$ cat src/rtl/mem_ctrl_pkg.sv
// Shared encodings and helper functions for the per-port memory controller.
package mem_ctrl_pkg;

   localparam logic       CMD_READ   = 1'b0;
   localparam logic       CMD_WRITE  = 1'b1;
   localparam logic [1:0] SIZE_BYTE  = 2'd0;
   localparam logic [1:0] SIZE_HALF  = 2'd1;
   localparam logic [1:0] SIZE_WORD  = 2'd2;
   localparam logic [1:0] SIZE_DWORD = 2'd3;
   localparam logic       RESP_OK    = 1'b0;
   localparam logic       RESP_ERR   = 1'b1;

   // Widest strobe the mask helper can describe; callers truncate to their own width.
   localparam int MAX_STRB = 64;

   typedef enum logic {
      S_IDLE,
      S_WDATA
   } state_e;

   function automatic logic [MAX_STRB-1:0] size_mask(input logic [1:0] size, input int unsigned off);
      logic [MAX_STRB-1:0] base;
      base = MAX_STRB'((16'd1 << (4'd1 << size)) - 16'd1);
      return base << off;
   endfunction

   // 3-bit arithmetic wraps cleanly for size 3 (mask 3'b111).
   function automatic logic is_misaligned(input logic [2:0] addr_lo, input logic [1:0] size);
      return (addr_lo & ((3'd1 << size) - 3'd1)) != 3'd0;
   endfunction

endpackage

$ cat src/rtl/mem_port_ctrl_if.sv
// Core-side command/read/write channel bundle of one memory port.
interface mem_port_ctrl_if #(
   parameter int p_ADDR_BITS = 32,
   parameter int p_DATA_BITS = 32,
   parameter int p_STRB_BITS = p_DATA_BITS / 8
);
   logic [p_ADDR_BITS-1:0] mem_addr;
   logic                   mem_cmd;
   logic [1:0]             mem_size;
   logic                   mem_valid;
   logic                   mem_ready;
   logic                   mem_r_valid;
   logic                   mem_r_ready;
   logic [p_DATA_BITS-1:0] mem_r_data;
   logic                   mem_r_resp;
   logic                   mem_w_valid;
   logic                   mem_w_ready;
   logic [p_STRB_BITS-1:0] mem_w_strb;
   logic [p_DATA_BITS-1:0] mem_w_data;
   logic                   mem_w_resp;

   modport master (
      output mem_addr, mem_cmd, mem_size, mem_valid, mem_r_ready,
             mem_w_valid, mem_w_strb, mem_w_data,
      input  mem_ready, mem_r_valid, mem_r_data, mem_r_resp, mem_w_ready, mem_w_resp
   );

   modport slave (
      input  mem_addr, mem_cmd, mem_size, mem_valid, mem_r_ready,
             mem_w_valid, mem_w_strb, mem_w_data,
      output mem_ready, mem_r_valid, mem_r_data, mem_r_resp, mem_w_ready, mem_w_resp
   );
endinterface

$ cat src/rtl/mem_resp_fifo.sv
// Synchronous response FIFO; head is combinational and reads as zero when empty.
module mem_resp_fifo #(
   parameter int p_WIDTH = 33,
   parameter int p_DEPTH = 4
) (
   input  logic               clk,
   input  logic               rst,
   input  logic               push,
   input  logic [p_WIDTH-1:0] push_data,
   input  logic               pop,
   output logic               empty,
   output logic [p_WIDTH-1:0] head
);
   localparam int PTR_BITS = $clog2(p_DEPTH);

   logic [p_WIDTH-1:0] mem_q [p_DEPTH];
   logic [p_WIDTH-1:0] mem_d [p_DEPTH];
   logic [PTR_BITS:0]  wr_q, wr_d, rd_q, rd_d;
   logic               full;

   assign empty = (wr_q == rd_q);
   assign full  = (wr_q[PTR_BITS] != rd_q[PTR_BITS]) &&
                  (wr_q[PTR_BITS-1:0] == rd_q[PTR_BITS-1:0]);
   assign head  = empty ? '0 : mem_q[rd_q[PTR_BITS-1:0]];

   always_comb begin
      mem_d = mem_q;
      wr_d  = wr_q;
      rd_d  = rd_q;
      if (push && !full) begin
         mem_d[wr_q[PTR_BITS-1:0]] = push_data;
         wr_d = wr_q + 1'b1;
      end
      if (pop && !empty) begin
         rd_d = rd_q + 1'b1;
      end
   end

   always_ff @(posedge clk) begin
      if (!rst) begin
         wr_q <= '0;
         rd_q <= '0;
         for (int i = 0; i < p_DEPTH; i++) mem_q[i] <= '0;
      end else begin
         wr_q  <= wr_d;
         rd_q  <= rd_d;
         mem_q <= mem_d;
      end
   end

   // The controller's credit count keeps this from ever firing.
   a_no_overflow: assert property (@(posedge clk) disable iff (!rst) !(push && full));

endmodule

$ cat src/rtl/mem_port_ctrl.sv
// Bridges the core cmd/read/write channels to a synchronous SRAM-style array port.
//   state   | meaning
//   S_IDLE  | accepting reads, and writes whose data arrives with the command
//   S_WDATA | write command latched, waiting for its write data
module mem_port_ctrl
   import mem_ctrl_pkg::*;
#(
   parameter int p_ADDR_BITS  = 32,
   parameter int p_DATA_BITS  = 32,
   parameter int p_STRB_BITS  = p_DATA_BITS / 8,
   parameter int p_RD_LATENCY = 1,
   parameter int p_RQ_DEPTH   = 4,
   parameter int p_MEM_BYTES  = 262144
) (
   input  logic                   clk,
   input  logic                   rst,
   mem_port_ctrl_if.slave         bus,
   output logic [p_ADDR_BITS-1:0] addr,
   output logic                   rden,
   input  logic [p_DATA_BITS-1:0] rddata,
   output logic                   wren,
   output logic [p_STRB_BITS-1:0] wrstrb,
   output logic [p_DATA_BITS-1:0] wrdata
);
   localparam int OFF_BITS = (p_STRB_BITS > 1) ? $clog2(p_STRB_BITS) : 1;
   localparam int CNT_BITS = $clog2(p_RQ_DEPTH) + 1;
   localparam logic [p_ADDR_BITS-1:0] ALIGN = ~p_ADDR_BITS'(p_STRB_BITS - 1);

   state_e                 state_q, state_d;
   logic [CNT_BITS-1:0]    cnt_q, cnt_d;
   logic [p_ADDR_BITS-1:0] waddr_q, waddr_d;
   logic [p_STRB_BITS-1:0] wmask_q, wmask_d;
   logic                   werr_q, werr_d;
   logic                   w_resp_q, w_resp_d;

   logic [OFF_BITS-1:0]    byte_off;
   logic [p_ADDR_BITS-1:0] cmd_addr;
   logic [p_STRB_BITS-1:0] cmd_mask;
   logic                   cmd_err;
   logic                   rd_acc, pop, push, push_err, pipe_empty, fifo_empty;
   logic [p_DATA_BITS-1:0] push_data;
   logic [p_DATA_BITS:0]   fifo_head;

   always_comb begin
      byte_off = (p_STRB_BITS > 1) ? bus.mem_addr[OFF_BITS-1:0] : '0;
      cmd_addr = bus.mem_addr & ALIGN;
      cmd_mask = p_STRB_BITS'(size_mask(bus.mem_size, 32'(byte_off)));
      cmd_err  = is_misaligned(bus.mem_addr[2:0], bus.mem_size)
              || ((64'(bus.mem_addr) + (64'd1 << bus.mem_size)) > 64'(p_MEM_BYTES))
              || ((32'd1 << bus.mem_size) > 32'(p_STRB_BITS));
   end

   always_comb begin
      state_d         = state_q;
      waddr_d         = waddr_q;
      wmask_d         = wmask_q;
      werr_d          = werr_q;
      w_resp_d        = 1'b0;
      bus.mem_ready   = 1'b0;
      bus.mem_w_ready = 1'b0;
      rd_acc          = 1'b0;
      rden            = 1'b0;
      wren            = 1'b0;
      addr            = '0;
      wrstrb          = '0;
      wrdata          = '0;
      if (rst) begin
         unique case (state_q)
            S_IDLE: begin
               if (bus.mem_cmd == CMD_READ) bus.mem_ready = (cnt_q < CNT_BITS'(p_RQ_DEPTH));
               else                         bus.mem_ready = pipe_empty;
               if (bus.mem_valid && bus.mem_ready) begin
                  addr = cmd_addr;
                  if (bus.mem_cmd == CMD_READ) begin
                     rd_acc = 1'b1;
                     rden   = !cmd_err;
                  end else begin
                     bus.mem_w_ready = 1'b1;
                     if (bus.mem_w_valid) begin
                        wren     = !cmd_err;
                        wrstrb   = bus.mem_w_strb & cmd_mask;
                        wrdata   = bus.mem_w_data;
                        w_resp_d = cmd_err;
                     end else begin
                        waddr_d = cmd_addr;
                        wmask_d = cmd_mask;
                        werr_d  = cmd_err;
                        state_d = S_WDATA;
                     end
                  end
               end
            end
            S_WDATA: begin
               bus.mem_w_ready = 1'b1;
               addr            = waddr_q;
               if (bus.mem_w_valid) begin
                  wren     = !werr_q;
                  wrstrb   = bus.mem_w_strb & wmask_q;
                  wrdata   = bus.mem_w_data;
                  w_resp_d = werr_q;
                  state_d  = S_IDLE;
               end
            end
            default: state_d = S_IDLE;
         endcase
      end
   end

   // Read tags ride a shift register matching the array latency; the tail pushes into the FIFO.
   generate
      if (p_RD_LATENCY == 0) begin : g_no_pipe
         assign pipe_empty = 1'b1;
         assign push       = rd_acc;
         assign push_err   = cmd_err;
      end else begin : g_pipe
         logic [p_RD_LATENCY-1:0] vld_q, vld_d, err_q, err_d;
         always_comb begin
            vld_d = (vld_q << 1) | p_RD_LATENCY'(rd_acc);
            err_d = (err_q << 1) | p_RD_LATENCY'(cmd_err);
         end
         always_ff @(posedge clk) begin
            if (!rst) begin
               vld_q <= '0;
               err_q <= '0;
            end else begin
               vld_q <= vld_d;
               err_q <= err_d;
            end
         end
         assign pipe_empty = (vld_q == '0);
         assign push       = vld_q[p_RD_LATENCY-1];
         assign push_err   = err_q[p_RD_LATENCY-1];
      end
   endgenerate

   assign push_data = (push_err == RESP_ERR) ? '0 : rddata;
   assign pop       = bus.mem_r_valid && bus.mem_r_ready;
   assign cnt_d     = cnt_q + CNT_BITS'(rd_acc) - CNT_BITS'(pop);

   mem_resp_fifo #(
      .p_WIDTH (p_DATA_BITS + 1),
      .p_DEPTH (p_RQ_DEPTH)
   ) u_resp_fifo (
      .clk       (clk),
      .rst       (rst),
      .push      (push),
      .push_data ({push_data, push_err}),
      .pop       (pop),
      .empty     (fifo_empty),
      .head      (fifo_head)
   );

   assign bus.mem_r_valid = rst && !fifo_empty;
   assign bus.mem_r_data  = rst ? fifo_head[p_DATA_BITS:1] : '0;
   assign bus.mem_r_resp  = rst && fifo_head[0];
   assign bus.mem_w_resp  = w_resp_q;

   always_ff @(posedge clk) begin
      if (!rst) begin
         state_q  <= S_IDLE;
         cnt_q    <= '0;
         waddr_q  <= '0;
         wmask_q  <= '0;
         werr_q   <= 1'b0;
         w_resp_q <= 1'b0;
      end else begin
         state_q  <= state_d;
         cnt_q    <= cnt_d;
         waddr_q  <= waddr_d;
         wmask_q  <= wmask_d;
         werr_q   <= werr_d;
         w_resp_q <= w_resp_d;
      end
   end

endmodule

$ cat src/flat_wrapper.sv
// flat-port wrapper written by rule: the top's interface ports become plain ports
module mem_port_ctrl_flat import mem_ctrl_pkg::*;
#(
   parameter int p_ADDR_BITS  = 32,
   parameter int p_DATA_BITS  = 32,
   parameter int p_STRB_BITS  = p_DATA_BITS / 8,
   parameter int p_RD_LATENCY = 1,
   parameter int p_RQ_DEPTH   = 4,
   parameter int p_MEM_BYTES  = 262144
)
  (clk, rst, addr, rden, rddata, wren, wrstrb, wrdata, bus_mem_addr, bus_mem_cmd, bus_mem_size, bus_mem_valid, bus_mem_r_ready, bus_mem_w_valid, bus_mem_w_strb, bus_mem_w_data, bus_mem_ready, bus_mem_r_valid, bus_mem_r_data, bus_mem_r_resp, bus_mem_w_ready, bus_mem_w_resp);
  mem_port_ctrl_if #(.p_ADDR_BITS(p_ADDR_BITS), .p_DATA_BITS(p_DATA_BITS), .p_STRB_BITS(p_STRB_BITS)) bus_i ();
  input  logic clk;
  input  logic rst;
  output logic [p_ADDR_BITS-1:0] addr;
  output logic rden;
  input  logic [p_DATA_BITS-1:0] rddata;
  output logic wren;
  output logic [p_STRB_BITS-1:0] wrstrb;
  output logic [p_DATA_BITS-1:0] wrdata;
  input wire logic [$bits(bus_i.mem_addr)-1:0] bus_mem_addr;
  input wire logic [$bits(bus_i.mem_cmd)-1:0] bus_mem_cmd;
  input wire logic [$bits(bus_i.mem_size)-1:0] bus_mem_size;
  input wire logic [$bits(bus_i.mem_valid)-1:0] bus_mem_valid;
  input wire logic [$bits(bus_i.mem_r_ready)-1:0] bus_mem_r_ready;
  input wire logic [$bits(bus_i.mem_w_valid)-1:0] bus_mem_w_valid;
  input wire logic [$bits(bus_i.mem_w_strb)-1:0] bus_mem_w_strb;
  input wire logic [$bits(bus_i.mem_w_data)-1:0] bus_mem_w_data;
  output wire logic [$bits(bus_i.mem_ready)-1:0] bus_mem_ready;
  output wire logic [$bits(bus_i.mem_r_valid)-1:0] bus_mem_r_valid;
  output wire logic [$bits(bus_i.mem_r_data)-1:0] bus_mem_r_data;
  output wire logic [$bits(bus_i.mem_r_resp)-1:0] bus_mem_r_resp;
  output wire logic [$bits(bus_i.mem_w_ready)-1:0] bus_mem_w_ready;
  output wire logic [$bits(bus_i.mem_w_resp)-1:0] bus_mem_w_resp;
  assign bus_i.mem_addr = bus_mem_addr;
  assign bus_i.mem_cmd = bus_mem_cmd;
  assign bus_i.mem_size = bus_mem_size;
  assign bus_i.mem_valid = bus_mem_valid;
  assign bus_i.mem_r_ready = bus_mem_r_ready;
  assign bus_i.mem_w_valid = bus_mem_w_valid;
  assign bus_i.mem_w_strb = bus_mem_w_strb;
  assign bus_i.mem_w_data = bus_mem_w_data;
  assign bus_mem_ready = bus_i.mem_ready;
  assign bus_mem_r_valid = bus_i.mem_r_valid;
  assign bus_mem_r_data = bus_i.mem_r_data;
  assign bus_mem_r_resp = bus_i.mem_r_resp;
  assign bus_mem_w_ready = bus_i.mem_w_ready;
  assign bus_mem_w_resp = bus_i.mem_w_resp;
  mem_port_ctrl #(.p_ADDR_BITS(p_ADDR_BITS), .p_DATA_BITS(p_DATA_BITS), .p_STRB_BITS(p_STRB_BITS), .p_RD_LATENCY(p_RD_LATENCY), .p_RQ_DEPTH(p_RQ_DEPTH), .p_MEM_BYTES(p_MEM_BYTES)) u_core (.clk(clk), .rst(rst), .bus(bus_i), .addr(addr), .rden(rden), .rddata(rddata), .wren(wren), .wrstrb(wrstrb), .wrdata(wrdata));
endmodule
$ cat config.mk
export PLATFORM = sky130hd
export DESIGN_NAME = mem_port_ctrl_flat
export DESIGN_NICKNAME = d
export VERILOG_FILES = /design/src/rtl/mem_ctrl_pkg.sv /design/src/rtl/mem_port_ctrl_if.sv /design/src/rtl/mem_resp_fifo.sv /design/src/rtl/mem_port_ctrl.sv /design/src/flat_wrapper.sv
export SDC_FILE = /design/constraint.sdc
export NUM_CORES = 1
export LEC_CHECK = 0
export ABC_AREA = 1
export CELL_PAD_IN_SITES_DETAIL_PLACEMENT = 0
export CELL_PAD_IN_SITES_GLOBAL_PLACEMENT = 1
export CORE_ASPECT_RATIO = 1.2
export CORE_MARGIN = 4
export CORE_UTILIZATION = 38
export CTS_CLUSTER_DIAMETER = 100
export CTS_CLUSTER_SIZE = 16
export DETAILED_ROUTE_END_ITERATION = 16
export GPL_ROUTABILITY_DRIVEN = 0
export PLACE_DENSITY_LB_ADDON = 0.1
export SYNTH_ARGS = -nofsm -noshare
export SYNTH_HDL_FRONTEND = slang
export SYNTH_SLANG_ARGS = --single-unit
$ cat constraint.sdc
create_clock -name clk -period 5.2 [get_ports clk]
set_clock_uncertainty 0.1 [all_clocks]
set_input_delay 1.04 -clock clk [delete_from_list [all_inputs] [get_ports clk]]
set_output_delay 1.04 -clock clk [all_outputs]
set_load 0.005 [all_outputs]
==> impl_metrics.ini <==
[logic_synthesis]
synth_edf_count = 0
netlist_area_um2 = 9600
ys_seq_elements = 180
seq_area_frac_synth_pct = 37.5
ys_warn_count = 0
async_reset_ff_share_pct = 0
synth_area_per_cell_um2 = 6.41
yosys_most_used_dff = dfxtp_1
synth_cell_types = 32
syn_inst = 1498

[pwr]
power_mw = 3.28
vdd_drop_max_uv = 215
p_leak_nw = 5.16
p_per_area_nw_per_um2 = 260

[final_layout]
fin_util_pct = 50.9
fillers = 2599
layout-drive-gt1-share_pct = 6.19
syn2layout_area_growth_pct = 31.6
nNetsFinal = 1790
n_antenna_cell = 0
final_cells = 2006

[drt]
drtIter0Drc = 478
ant_nets = 0
wl_um = 31000
first_pass_iters = 5
via_per_inst = 5.02
remaining_drc_errors = 0
vias = 10100
routedWlPerCell_um = 15.4

[critical_path]
cp-start-kind = input pin
critPathMaxFanout = 3
arrival_ps = 3780
critPathKind = input pin to primary output
required_ps = 4060
endpoint_kind = primary output

[clock_tree]
htreeDepth = 4
root_buffer = clkbuf_16
cts-hold-fix-buffers = 0
cts_tree = built
postCtsSetupRepairBufs = 0
cts_num_sinks = 180
clk_pin_slew_worst_paths_ps = 70
clock_latency_ps = 430
cts_buffer_depth = 2
cts_buffers = 17

[global_routing]
grt.total_usage_pct = 21.7
antenna_found_initial = 0
grt_overflow = 0
grt_pass1_vias = 9743
grt_max_degree = 76
grt_pass1_wl_um = 50100

[floorplanning]
coreArea_um2 = 24800
rows = 63
pin_count = 215
die_h_um = 182
start_util_pct = 38.7
die_x_um = 153
die-area_um2 = 27900

[place]
dp_cells = 1974
dpl.hpwl_um = 21100
place_ws_ps = -210
io_buffers = 212

[sta]
min_period_ps = 4920
maxSlewViolCount = 0
period_share_pct = 94.6
finalHoldViolCount = 0
fin_ws_ps = 282
relSlewSlack_pct = 32.7
fmax_ghz = 0.203
rsz0062_at_grt = no
whs_ps = 349
worst_pin_slew_ps = 1010
setup_viol = 0

[min_path]
hp-class = flip-flop to flip-flop

[job]
cap_violations = 0

[status]
outcome = finished, final reports clean
path summary, 6_finish.rpt:
kind	start	end	slack (ps)	depth (start not counted)
hold / removal	u_core.u_resp_fifo.mem_q[78]$_SDFFE_PN0P_	u_core.u_resp_fifo.mem_q[78]$_SDFFE_PN0P_	350	2
setup / recovery	bus_mem_addr[0]	wren	280	16
setup reg to reg	u_core.u_resp_fifo.rd_q[0]$_SDFFE_PN0P_	u_core.cnt_q[2]$_SDFF_PN0_	1720	17
hold reg to reg	u_core.u_resp_fifo.mem_q[78]$_SDFFE_PN0P_	u_core.u_resp_fifo.mem_q[78]$_SDFFE_PN0P_	350	2
Yosys cell counts, types with 3 or more instances:
cell      instances  share of area [%]
nand2_2           5               0.33
a21oi_1         270                 14
ha_1             12                1.6
o21ai_0         248                 13
nand4_1           9               0.59
a22oi_1           5               0.39
nand3_1          32                1.7
inv_2             4               0.16
buf_2             9               0.47
clkbuf_1         82                3.2
nand3b_1          9               0.70
buf_1             3               0.12
nand2_1         252                9.9
inv_1           161                6.3
xor2_1            6               0.55
nor2_1          181                7.1
nor2_2            9               0.59
dfxtp_1         180                 38
o211ai_1          3               0.23
repair_timing:
item | 4_1_cts | 5_1_grt
gates resized for setup | 8 | 7
endpoints found under the setup margin | 2 | 2
hold endpoints to repair | 0 | 0
pin swaps | 1 | 3
critical path: stages:
cell and delay (ps):
clkdlybuf4s50_1 490, ha_1 190, fa_2 430, or2_2 300, a21oi_1 130, nand2_1 60
inv_1 60, nand2_1 40, nor2_1 90, nand3_1 70, nor2_1 100, nand3_1 100
nand2_2 100, nand3_1 100, a21oi_2 200, dlygate4sd2_1 270
area by class of cell:
type                       instances  area (um2)  area share (%)
inverter                         167         629            4.98
timing repair buffer             246        2380            18.8
tap                              325         407            3.22
multi-input combinational       1056        5040            39.9
clock buffer                      18         429            3.40
clock inverter                    14         155            1.23
sequential                       180        3600            28.5
flip-flops by register name, summed over array words and instances (netlist names):
| name | count |
|---|---|
| u_core.g_pipe.vld_q | 1 |
| u_core.werr_q | 1 |
| u_core.u_resp_fifo.wr_q | 3 |
| u_core.u_resp_fifo.rd_q | 3 |
| u_core.g_pipe.err_q | 1 |
| u_core.state_q | 1 |
| u_core.u_resp_fifo.mem_q | 132 |
| u_core.wmask_q | 4 |
| u_core.cnt_q | 3 |
| u_core.bus.mem_w_resp | 1 |
| u_core.waddr_q | 30 |
cell usage in the layout, fill, tap and decap left out, types with 3 or more instances in the layout:
| cell type | Yosys | layout |
|---|---|---|
| a21oi_1 | 270 | 269 |
| a22oi_1 | 5 | 5 |
| buf_4 | 2 | 35 |
| clkbuf_16 | 0 | 17 |
| clkdlybuf4s50_1 | 0 | 207 |
| clkinv_4 | 0 | 3 |
| clkinv_8 | 0 | 3 |
| dfxtp_1 | 180 | 179 |
| ha_1 | 12 | 10 |
| inv_1 | 161 | 161 |
| inv_2 | 4 | 4 |
| inv_6 | 0 | 4 |
| inv_8 | 0 | 4 |
| nand2_1 | 252 | 249 |
| nand2_2 | 5 | 8 |
| nand3_1 | 32 | 31 |
| nand3b_1 | 9 | 9 |
| nand4_1 | 9 | 9 |
| nor2_1 | 181 | 179 |
| nor2_2 | 9 | 11 |
| o211ai_1 | 3 | 3 |
| o21ai_0 | 248 | 248 |
| xor2_1 | 6 | 6 |
per-layer routing:
layer | GRT usage, % | vias to the layer above | share of wire (%)
li1 | - | 5232 | -
met1 | 25.6 | 4621 | 42
met2 | 41.0 | 197 | 53
met3 | 2.70 | 24 | 3.6
met4 | 6.35 | 0 | 1.6
met5 | 0 | - | 0
cells by family (layout without fill, tap and decap cells):
kind of cell | after synthesis | count (layout) | synth area share, %
AOI/OAI and AO/OA | 527 | 527 | 27.7
and+or+nand+nor | 506 | 506 | 21.6
buffers and inverters | 263 | 445 | 10.5
DFF | 180 | 180 | 37.5
adders and majority gates | 14 | 14 | 1.98
xor gates and xnor gates | 7 | 7 | 0.638
other | 1 | 2 | 0.0391
power by group:
group | leakage, nW | internal (mW) | switching, mW
clock network | 0.286 | 0.646 | 0.638
logic | 3.42 | 0.241 | 0.317
registers | 1.46 | 1.42 | 0.0216
metrics by stage:
step,area (um2),TNS (ps)
floorplan,9610,0
global placement,12000,-231
detailed placement,12000,-319
CTS,12600,0
global route,12600,0
finish,12600,0
No activity file was read; power rests on OpenSTA's default activity.
